==> config.mk <==
export PLATFORM = sky130hd
export DESIGN_NAME = bus_arbiter
export DESIGN_NICKNAME = d
export VERILOG_FILES = /design/src/rtl/bus_arbiter.sv
export SDC_FILE = /design/constraint.sdc
export NUM_CORES = 1
export LEC_CHECK = 0
export ABC_AREA = 1
export CAP_MARGIN = 20
export CORE_AREA = 3 3 183 185
export CTS_CLUSTER_DIAMETER = 30
export DETAILED_ROUTE_END_ITERATION = 16
export DIE_AREA = 0 0 186 188
export PLACE_DENSITY = 0.5
export SLEW_MARGIN = 20
export SYNTH_ARGS = -nofsm -noshare
export SYNTH_HDL_FRONTEND = slang
export SYNTH_SLANG_ARGS = --single-unit
export TNS_END_PERCENT = 20
==> constraint.sdc <==
create_clock -name clk -period 2.8 [get_ports clk]
set_clock_uncertainty 0.05 [all_clocks]
set_input_delay 0.28 -clock clk [delete_from_list [all_inputs] [get_ports clk]]
set_output_delay 0.28 -clock clk [all_outputs]
set_load 0.02 [all_outputs]
==> src/rtl/bus_arbiter.sv <==
// Two-master shared-bus arbiter: grants one cache (m0 = I-cache, m1 = D-cache)
// for a full cache-line transfer (address beat, then BEATS write-data or
// response beats). Simultaneous requests go to the master that did not
// complete the last transfer.
module bus_arbiter #(
    parameter int unsigned BUS_DATA_WIDTH = 64,
    parameter int unsigned BUS_TAG_WIDTH  = 13,
    parameter int unsigned BEATS          = 8
) (
    input  logic                      clk,
    input  logic                      reset,

    input  logic                      m0_reqcyc,
    input  logic [BUS_DATA_WIDTH-1:0] m0_req,
    input  logic [BUS_TAG_WIDTH-1:0]  m0_reqtag,
    output logic                      m0_reqack,
    output logic                      m0_respcyc,
    output logic [BUS_DATA_WIDTH-1:0] m0_resp,
    output logic [BUS_TAG_WIDTH-1:0]  m0_resptag,
    input  logic                      m0_respack,

    input  logic                      m1_reqcyc,
    input  logic [BUS_DATA_WIDTH-1:0] m1_req,
    input  logic [BUS_TAG_WIDTH-1:0]  m1_reqtag,
    output logic                      m1_reqack,
    output logic                      m1_respcyc,
    output logic [BUS_DATA_WIDTH-1:0] m1_resp,
    output logic [BUS_TAG_WIDTH-1:0]  m1_resptag,
    input  logic                      m1_respack,

    output logic                      bus_reqcyc,
    output logic [BUS_DATA_WIDTH-1:0] bus_req,
    output logic [BUS_TAG_WIDTH-1:0]  bus_reqtag,
    input  logic                      bus_reqack,
    input  logic                      bus_respcyc,
    input  logic [BUS_DATA_WIDTH-1:0] bus_resp,
    input  logic [BUS_TAG_WIDTH-1:0]  bus_resptag,
    output logic                      bus_respack
);

    localparam int unsigned CNT_W = (BEATS > 1) ? $clog2(BEATS) : 1;
    localparam logic [CNT_W-1:0] LAST_BEAT = CNT_W'(BEATS - 1);

    typedef enum logic [1:0] {
        IDLE  = 2'd0,
        ADDR  = 2'd1,
        WDATA = 2'd2,
        RESP  = 2'd3
    } state_t;

    state_t           state_q, state_d;
    logic             grant_q, grant_d;   // 0 = m0, 1 = m1
    logic             prio_q,  prio_d;    // master preferred on a tie
    logic [CNT_W-1:0] cnt_q,   cnt_d;

    logic                      g_reqcyc;
    logic [BUS_DATA_WIDTH-1:0] g_req;
    logic [BUS_TAG_WIDTH-1:0]  g_reqtag;
    logic                      g_respack;

    // Request-side view of whichever master currently holds the grant
    assign g_reqcyc  = grant_q ? m1_reqcyc  : m0_reqcyc;
    assign g_req     = grant_q ? m1_req     : m0_req;
    assign g_reqtag  = grant_q ? m1_reqtag  : m0_reqtag;
    assign g_respack = grant_q ? m1_respack : m0_respack;

    // State, grant, priority and beat counter registers
    always_ff @(posedge clk or posedge reset) begin
        if (reset) begin
            state_q <= IDLE;
            grant_q <= 1'b0;
            prio_q  <= 1'b0;
            cnt_q   <= '0;
        end else begin
            state_q <= state_d;
            grant_q <= grant_d;
            prio_q  <= prio_d;
            cnt_q   <= cnt_d;
        end
    end

    // Next-state logic and bus/master routing
    always_comb begin
        state_d     = state_q;
        grant_d     = grant_q;
        prio_d      = prio_q;
        cnt_d       = cnt_q;
        bus_reqcyc  = 1'b0;
        bus_req     = '0;
        bus_reqtag  = '0;
        bus_respack = 1'b0;
        m0_reqack   = 1'b0;
        m1_reqack   = 1'b0;
        m0_respcyc  = 1'b0;
        m1_respcyc  = 1'b0;
        m0_resp     = '0;
        m1_resp     = '0;
        m0_resptag  = '0;
        m1_resptag  = '0;

        unique case (state_q)
            IDLE: begin
                if (m0_reqcyc || m1_reqcyc) begin
                    grant_d = (m0_reqcyc && m1_reqcyc) ? prio_q : m1_reqcyc;
                    state_d = ADDR;
                end
            end

            ADDR: begin
                bus_reqcyc = g_reqcyc;
                bus_req    = g_req;
                bus_reqtag = g_reqtag;
                m0_reqack  = bus_reqack & ~grant_q;
                m1_reqack  = bus_reqack &  grant_q;
                if (!g_reqcyc) begin
                    // Master withdrew before the address was taken; priority kept
                    state_d = IDLE;
                end else if (bus_reqack) begin
                    cnt_d   = '0;
                    state_d = g_reqtag[BUS_TAG_WIDTH-1] ? WDATA : RESP;
                end
            end

            WDATA: begin
                bus_reqcyc = g_reqcyc;
                bus_req    = g_req;
                bus_reqtag = g_reqtag;
                m0_reqack  = bus_reqack & ~grant_q;
                m1_reqack  = bus_reqack &  grant_q;
                if (g_reqcyc && bus_reqack) begin
                    if (cnt_q == LAST_BEAT) begin
                        cnt_d   = '0;
                        prio_d  = ~grant_q;
                        state_d = IDLE;
                    end else begin
                        cnt_d = cnt_q + CNT_W'(1);
                    end
                end
            end

            RESP: begin
                bus_respack = g_respack;
                if (grant_q) begin
                    m1_respcyc = bus_respcyc;
                    m1_resp    = bus_resp;
                    m1_resptag = bus_resptag;
                end else begin
                    m0_respcyc = bus_respcyc;
                    m0_resp    = bus_resp;
                    m0_resptag = bus_resptag;
                end
                if (bus_respcyc && g_respack) begin
                    if (cnt_q == LAST_BEAT) begin
                        cnt_d   = '0;
                        prio_d  = ~grant_q;
                        state_d = IDLE;
                    end else begin
                        cnt_d = cnt_q + CNT_W'(1);
                    end
                end
            end

            default: state_d = IDLE;
        endcase
    end

endmodule

==> results of run 1 <==
[metal layers]
| metal | vias to the layer above | share of wire | global-route usage |
|---|---|---|---|
| met5 | - | 0.00062 | 0 |
| met4 | 2 | 0.0074 | 0.00859 |
| met3 | 12 | 0.081 | 0.0217 |
| met2 | 254 | 0.50 | 0.201 |
| met1 | 2228 | 0.41 | 0.128 |
| li1 | 2672 | - | - |
[cell type report]
| class | instances | area (sq um) |
|---|---|---|
| Fill cell | 3598 | 24200 |
| Timing Repair Buffer | 484 | 4890 |
| Multi-Input combinational cell | 459 | 1940 |
| Tap cell | 408 | 510 |
| Inverter | 96 | 360 |
| Sequential cell | 7 | 176 |
| Clock buffer | 4 | 78.8 |
[registers in the layout (all words and copies together) (netlist names)]
register,cells
prio_q,1
grant_q,1
cnt_q,3
state_q,2
[final timing paths]
check                           start     endpoint  slack [ns]
min                             reset     cnt_q[2]        0.25
min reg2reg                  cnt_q[1]     cnt_q[1]        0.43
max in group asynchronous       reset      grant_q        2.21
max reg2reg                state_q[0]   state_q[1]        1.02
max                        state_q[0]  bus_req[48]        0.12
min in group clk             cnt_q[1]     cnt_q[1]        0.43
[through the flow]
step,cells,hold slack (ns)
detailed placement,1454,0.419
floorplan,603,0.0334
global placement,1454,0.413
CTS,1458,0.273
global route,1458,0.310
finish,1458,0.253
[layout by cell type, fill, tap and decap left out]
cell,netlist,final
inv_1,93,93
dfrtp_2,0,1
nand2_2,3,4
nor3_1,4,4
ha_1,9,9
nand4_1,5,5
clkbuf_1,18,1
a21oi_1,77,77
clkdlybuf4s50_1,0,462
o21ai_0,4,4
clkbuf_16,0,3
nand3_1,6,6
buf_6,2,1
inv_2,3,3
o21ai_1,1,1
nor2_1,165,165
buf_12,0,8
buf_4,5,13
dfrtp_1,7,6
nand2_1,185,184
[where the power goes]
part | switching (mW) | internal (mW) | leakage (nW) | total, mW
Combinational | 3.16 | 2.37 | 3.35 | 5.53
Clock | 0.0515 | 0.189 | 0.0382 | 0.241
Sequential | 0.0367 | 0.133 | 0.0925 | 0.170
Total | 3.25 | 2.69 | 3.48 | 5.94
[cells by family (layout without fill, tap and decap cells)]
kind of cell	after synthesis	in the layout	share of synthesized area
simple gates	368	368	0.528
flops	7	7	0.0654
fa+ha+maj	9	9	0.0420
compound gates	82	82	0.153
buf+inv	137	584	0.212
[critical path, delay by kind of cell (launching register included)]
kind,cells,cell delay [ns]
flops,1,0.44
buf+inv,4,1.11
fa+ha+maj,1,0.30
compound gates,1,0.23
==> flow_metrics.py, run 1 <==
metrics = {
    "run_status": {
        "status": "completed",
    },
    "route": {
        "drt_iter0_drc": 195,
        "drt-total-wl_mm": 21.1,
        "drc": 0,
        "wl_per_cell_microns": 14.5,
        "viasPerCell": 3.54,
        "first_pass_iters": 4,
        "vias": 5168,
        "detail-route-antenna-nets": 0,
    },
    "synthesis": {
        "ys_top_cells_by_count": "nand2_1, nor2_1, inv_1",
        "yosysTopAreaCell": "nand2_1",
        "yosys.cell_count.top_type": "nand2_1",
        "synth_area_leaders": "nand2_1, nor2_1, a21oi_1",
        "ys_types": 17,
        "synth_area_sq_um": 2680,
        "synth.net_count": 851,
        "synth_seq_cells": 7,
        "synthDominantCellAreaShare": 0.259,
        "ys.flop_type": "dfrtp_1",
        "yosys_warnings": 0,
        "postSynthCellCount": 603,
        "syn_area_per_cell_sq_um": 4.44,
        "async_reset_ff_frac": 1.00,
        "synth-seq-area-share": 0.0654,
        "synth_edf_count": 0,
    },
    "cells_and_area": {
        "n_antenna_cell": 0,
        "fin_util": 0.247,
        "drive_above_1_share": 0.0314,
        "finalNetCount": 1299,
        "synthToLayoutAreaGrowth_pct": 197,
        "design_area_sq_um": 7960,
    },
    "critical_path": {
        "cp-end-kind": "output pin",
        "cpPeakStageDelay_ns": 0.65,
        "crit_required_ns": 2.47,
        "start_kind": "flip-flop",
        "cp_cell_sequence": "inv_1, ha_1, inv_2, buf_12, a21oi_1, clkdlybuf4s50_1",
        "critPathKind": "flip-flop to output pin",
        "worst-path-max-fanout": 50,
        "crit_path_top_delay_cell": "clkdlybuf4s50_1",
        "reg2regPathDepth": 8,
        "crit_arrival_ns": 2.35,
    },
    "power_and_ir_drop": {
        "cellLeakagePower_nw": 3.48,
        "finalPower_mw": 5.94,
        "powerDensity_nw_per_um2": 746,
        "ir_drop_mv": 0.543,
    },
    "floorplanning": {
        "fp.dieH_microns": 188,
        "core_area_sq_um": 32200,
        "row_count": 66,
        "fp.dieW_microns": 186,
        "io_pins": 476,
        "dieArea_sq_um": 35000,
        "start_util": 0.0832,
    },
    "timing": {
        "fin_ws_ns": 0.117,
        "maxSlewHeadroom": 0.614,
        "tightest_slew_ns": 0.579,
        "final.setup.tns_ns": 0,
        "min_period_ns": 2.68,
        "fmax_ghz": 0.373,
        "fin_crit_sh": 0.958,
        "finalSetupViolations": 0,
        "rsz0062_at_grt": "no",
        "drv_slew": 0,
        "finalHoldViolCount": 0,
    },
    "clock_tree": {
        "cts_buffer_depth": 2,
        "postCtsSetupBuffers": 0,
        "cts_buffers": 3,
        "cts-resized-gates": 0,
        "cts.clk_slew.worst_paths_ns": 0.04,
        "cts_sinks": 7,
        "htree_num_levels": 1,
        "clock_latency_ns": 0.23,
        "tritoncts": "yes",
        "hold_buffers": 0,
        "cts-root-buf": "clkbuf_16",
    },
    "flow_run": {
        "drv_cap": 0,
    },
    "grt": {
        "grt_pass1_wl_mm": 29.1,
        "grt_pass1_vias": 4941,
        "grt_usage": 0.106,
        "antenna_found_initial": 1,
        "grt-ovfl-total": 0,
        "grt_max_degree": 82,
    },
    "hold_path": {
        "hold_class": "input port to async pin",
    },
    "placement": {
        "io_buffers": 475,
        "pre_cts_slack_ns": 0.346,
        "hpwl_mm": 17.9,
        "place_congestion": 0.795,
        "dpl_cell_area_sq_um": 7880,
    },
}
No activity file was read; power rests on OpenSTA's default activity.
==> run 2: changes to the inputs <==
--- a/config.mk
+++ b/config.mk
@@ -7,11 +7,11 @@
 export LEC_CHECK = 0
 export ABC_AREA = 1
 export CAP_MARGIN = 20
-export CORE_AREA = 3 3 183 185
+export CORE_AREA = 2 2 187 189
 export CTS_CLUSTER_DIAMETER = 30
 export DETAILED_ROUTE_END_ITERATION = 16
-export DIE_AREA = 0 0 186 188
-export PLACE_DENSITY = 0.5
+export DIE_AREA = 0 0 189 191
+export PLACE_DENSITY = 0.49
 export SLEW_MARGIN = 20
 export SYNTH_ARGS = -nofsm -noshare
 export SYNTH_HDL_FRONTEND = slang
==> run 2 against run 1 <==
Compared with the run above:
- wire length fell by 11%
- setup slack improved by 0.069 ns
- clock-buffer cell count did not move
- die area rose by 3.2%
- via count rose by 1.4%
- critical path type unchanged
- largest cell class unchanged
- highest routed layer is now met4
==> flow_metrics.py, run 2 (same netlist as run 1, synthesis figures left out) <==
metrics = {
    "timing": {
        "min_period_ns": 2.61,
        "finalHoldViolCount": 0,
        "rsz0062_at_grt": "no",
        "drv_slew": 0,
        "tightest_slew_ns": 0.400,
        "final.setup.tns_ns": 0,
        "fmax_ghz": 0.382,
        "finalSetupViolations": 0,
        "maxSlewHeadroom": 0.733,
        "hold_ws_ns": 0.247,
        "fin_crit_sh": 0.934,
        "fin_ws_ns": 0.185,
    },
    "power_and_ir_drop": {
        "intPower_mw": 2.72,
        "cellLeakagePower_nw": 3.46,
        "clkPwrFrac": 0.041,
        "finalPower_mw": 5.90,
        "swShare": 0.539,
        "ir_drop_mv": 0.678,
        "comb_power_share": 0.926,
        "seqPwrFrac": 0.033,
        "switching_power_mw": 3.18,
        "powerDensity_nw_per_um2": 736,
    },
    "floorplanning": {
        "io_pins": 476,
        "core_area_sq_um": 34100,
        "start_util": 0.0786,
        "row_count": 68,
        "fp.dieH_microns": 191,
        "dieArea_sq_um": 36100,
        "fp.dieW_microns": 189,
    },
    "cells_and_area": {
        "instances_no_fill": 1506,
        "synthToLayoutAreaGrowth_pct": 199,
        "layout_commonest_cell": "clkdlybuf4s50_1",
        "mostFrequentLayoutCells": "clkdlybuf4s50_1, nand2_1, nor2_1",
        "design_area_sq_um": 8020,
        "largest_register_ffs": 3,
        "finalNetCount": 1300,
        "top_regs": "cnt_q x3, state_q x2",
        "drive_above_1_share": 0.0200,
        "n_antenna_cell": 0,
        "top_register": "cnt_q",
        "fin_util": 0.235,
    },
    "flow_run": {
        "drv_cap": 0,
    },
    "grt": {
        "grt_use_met3": 0.0193,
        "grt-ovfl-total": 0,
        "grt_pass1_vias": 5145,
        "antenna_found_initial": 0,
        "grt_max_degree": 82,
        "grt_pass1_wl_mm": 26.9,
        "gr-usage-met1": 0.101,
        "grt.busiest_layer": "met2",
        "grt_usage": 0.0915,
        "grt_use_met2": 0.178,
    },
    "clock_tree": {
        "tritoncts": "yes",
        "clock_latency_ns": 0.23,
        "hold_buffers": 0,
        "cts-root-buf": "clkbuf_16",
        "cts_buffer_depth": 2,
        "cts-resized-gates": 0,
        "cts_sinks": 7,
        "postCtsSetupBuffers": 0,
        "htree_num_levels": 1,
        "cts.clk_slew.worst_paths_ns": 0.04,
        "cts_buffers": 3,
    },
    "critical_path": {
        "start_kind": "flip-flop",
        "crit_required_ns": 2.47,
        "cp-end-kind": "output pin",
        "r2r_setup_slack_ns": 0.98,
        "critPathKind": "flip-flop to output pin",
        "worst-path-max-fanout": 55,
        "crit_arrival_ns": 2.28,
    },
    "placement": {
        "dpl_cell_area_sq_um": 7940,
        "place_congestion": 0.802,
        "io_buffers": 475,
        "pre_cts_slack_ns": 0.426,
        "place_inst": 1502,
        "hpwl_mm": 16.0,
    },
    "route": {
        "wl_per_cell_microns": 12.4,
        "drt_iter0_drc": 205,
        "drc": 0,
        "viasPerCell": 3.48,
        "drt-total-wl_mm": 18.7,
        "detail-route-antenna-nets": 0,
        "vias": 5240,
        "first_pass_iters": 6,
    },
    "run_status": {
        "status": "completed",
    },
    "hold_path": {
        "hold_class": "input port to async pin",
    },
}
[run 2: cell count changes in the layout (fill, tap and decap cells not counted)]
cell             previous run  this run
buf_12                      8         5
buf_6                       1         0
clkdlybuf4s50_1           462       475
buf_4                      13         5
[run 2: final cells by class]
cell class | instances | area, sq um
Multi-Input combinational cell | 459 | 1940
Inverter | 96 | 360
Tap cell | 455 | 569
Sequential cell | 7 | 176
Clock buffer | 4 | 78.8
Fill cell | 3804 | 26100
Timing Repair Buffer | 485 | 4890
[run 2: path summary, 6_finish.rpt]
path | start | endpoint | cells past startpoint
max in group asynchronous | reset | grant_q | 2
setup / recovery | state_q[0] | bus_reqtag[0] | 6
hold / removal | reset | cnt_q[2] | 2
setup reg to reg | grant_q | state_q[1] | 9
min in group clk | cnt_q[2] | cnt_q[2] | 2
hold reg to reg | cnt_q[2] | cnt_q[2] | 2
[run 2: per-layer routing]
layer  part of all wire  vias to the layer above
met5                  0                        -
met4              0.022                        0
met3              0.086                       22
met2               0.52                      277
met1               0.37                     2262
li1                   -                     2679
[run 2: worst max-delay path: stages, from the launching register on]
cell	delay, ns
dfrtp_1	0.43
inv_1	0.11
ha_1	0.32
inv_2	0.23
buf_12	0.28
a21oi_1	0.10
clkdlybuf4s50_1	0.55
[run 2: power by group through the flow]
stage	logic, mW	clock network [mW]	registers, mW
final	5.46	0.242	0.196
after CTS	5.53	0.246	0.197
after floorplan	2.84	0	0.161
after global routing	5.88	0.254	0.205
after global placement	5.53	0	0.196
after detailed placement	5.50	0	0.199
==> run 3: changes to the inputs <==
--- a/config.mk
+++ b/config.mk
@@ -8,9 +8,9 @@
 export ABC_AREA = 1
 export CAP_MARGIN = 20
 export CORE_AREA = 2 2 187 189
-export CTS_CLUSTER_DIAMETER = 30
 export DETAILED_ROUTE_END_ITERATION = 16
 export DIE_AREA = 0 0 189 191
+export MAX_ROUTING_LAYER = met4
 export PLACE_DENSITY = 0.49
 export SLEW_MARGIN = 20
 export SYNTH_ARGS = -nofsm -noshare
==> run 3 against run 2 <==
Compared with the run above:
- clock power is essentially flat
- sequential share of layout area stayed put
- critical path depth unchanged
- critical path type unchanged
- critical endpoint unchanged
==> flow_metrics.py, run 3 (same netlist as run 1, synthesis figures left out) <==
metrics = {
    "run_status": {
        "status": "completed",
    },
    "clock_tree": {
        "cts_buffers": 3,
        "cts_buffer_depth": 2,
        "cts-resized-gates": 0,
        "postCtsSetupBuffers": 0,
        "cts.clk_slew.worst_paths_ns": 0.04,
        "htree_num_levels": 1,
        "clock_latency_ns": 0.23,
        "tritoncts": "yes",
        "cts-root-buf": "clkbuf_16",
        "hold_buffers": 0,
        "cts_sinks": 7,
    },
    "route": {
        "vias": 5233,
        "first_pass_iters": 6,
        "drt-total-wl_mm": 18.8,
        "drt_iter0_drc": 209,
        "detail-route-antenna-nets": 0,
        "wl_per_cell_microns": 12.5,
        "viasPerCell": 3.47,
        "drc": 0,
    },
    "cells_and_area": {
        "nFillCells": 3804,
        "mostFrequentLayoutCells": "clkdlybuf4s50_1, nand2_1, nor2_1",
        "synthToLayoutAreaGrowth_pct": 199,
        "n_antenna_cell": 0,
        "top_register": "cnt_q",
        "layout_commonest_cell": "clkdlybuf4s50_1",
        "multi_input_comb_area_sq_um": 1940,
        "top_regs": "cnt_q x3, state_q x2",
        "largest_register_ffs": 3,
        "drive_above_1_share": 0.0200,
        "finalNetCount": 1300,
        "regArea_sq_um": 176,
    },
    "floorplanning": {
        "io_pins": 476,
        "row_count": 68,
        "fp.dieH_microns": 191,
        "core_area_sq_um": 34100,
        "start_util": 0.0786,
        "fp.dieW_microns": 189,
        "dieArea_sq_um": 36100,
    },
    "critical_path": {
        "r2r_end": "state_q[1]",
        "worst-path-max-fanout": 55,
        "crit_required_ns": 2.47,
        "r2r_setup_slack_ns": 1.00,
        "cp-end-kind": "output pin",
        "start_kind": "flip-flop",
        "crit_arrival_ns": 2.28,
        "reg2regPathDepth": 9,
        "critPathKind": "flip-flop to output pin",
        "rr_startpoint": "grant_q",
    },
    "grt": {
        "grt_max_degree": 82,
        "grt_usage": 0.0941,
        "antenna_found_initial": 0,
        "grt_pass1_wl_mm": 26.9,
        "grt_pass1_vias": 5156,
        "grt-ovfl-total": 0,
    },
    "timing": {
        "drv_slew": 0,
        "final.setup.tns_ns": 0,
        "finalHoldViolCount": 0,
        "fin_crit_sh": 0.934,
        "tightest_slew_ns": 0.401,
        "fin_ws_ns": 0.185,
        "fmax_ghz": 0.382,
        "min_period_ns": 2.61,
        "rsz0062_at_grt": "no",
        "finalSetupViolations": 0,
        "maxSlewHeadroom": 0.732,
    },
    "placement": {
        "pre_cts_slack_ns": 0.426,
        "place_congestion": 0.814,
        "hpwl_mm": 16.0,
        "io_buffers": 475,
    },
    "power_and_ir_drop": {
        "powerDensity_nw_per_um2": 737,
        "cellLeakagePower_nw": 3.46,
        "ir_drop_mv": 0.683,
    },
    "flow_run": {
        "drv_cap": 0,
    },
    "hold_path": {
        "hold_class": "input port to async pin",
    },
}
run 3: cell counts in the layout (fill, tap and decap cells not counted):
Identical to the previous run, type by type.
run 3: critical path, cell delays in order, from the launching register on:
cell	delay, ns
dfrtp_1	0.43
inv_1	0.11
ha_1	0.32
inv_2	0.23
buf_12	0.28
a21oi_1	0.10
clkdlybuf4s50_1	0.56
run 3: routing by layer:
layer,GRT usage,part of all wire,up-vias
li1,-,-,2678
met5,-,0,-
met1,0.103,0.38,2259
met3,0.0154,0.077,24
met2,0.179,0.52,272
met4,0.0195,0.022,0
run 3: power by group:
part | total, mW | switching [mW] | leakage, nW | internal (mW)
registers | 0.196 | 0.0634 | 0.0925 | 0.132
logic | 5.47 | 3.07 | 3.33 | 2.40
clock network | 0.242 | 0.0529 | 0.0382 | 0.189
total | 5.90 | 3.19 | 3.46 | 2.72
run 3: area by class of cell:
cell class	instances	share of cell area
inverters	96	0.0450
repair buffers	485	0.610
well taps	455	0.0710
flip-flops and latches	7	0.0220
clock buffers	4	0.00983
multi-input cells	459	0.242
run 3: worst max-delay path by stage:
| stage | cells past startpoint | endpoint | startpoint |
|---|---|---|---|
| 5_1_grt | 6 | bus_req[20] | state_q[0] |
| 2_1_floorplan | 5 | m0_reqack | state_q[0] |
| 4_1_cts | 6 | bus_reqtag[0] | state_q[0] |
| 6_report | 6 | bus_reqtag[0] | state_q[0] |
| 3_3_place_gp | 6 | bus_req[36] | state_q[0] |
| 3_5_place_dp | 6 | bus_reqtag[0] | state_q[0] |
run 3: stage by stage:
| stage | hold WS (ns) | cells | power (mW) | utilization | cell area, sq um |
|---|---|---|---|---|---|
| after floorplan | 0.0334 | 603 | 3.00 | - | 2680 |
| after CTS | 0.263 | 1506 | 5.97 | 0.235 | 8020 |
| final | 0.246 | 1506 | 5.90 | 0.235 | 8020 |
| after global placement | 0.421 | 1502 | 5.73 | 0.233 | 7940 |
| after global routing | 0.296 | 1506 | 6.33 | 0.235 | 8020 |
| after detailed placement | 0.422 | 1502 | 5.70 | 0.233 | 7940 |
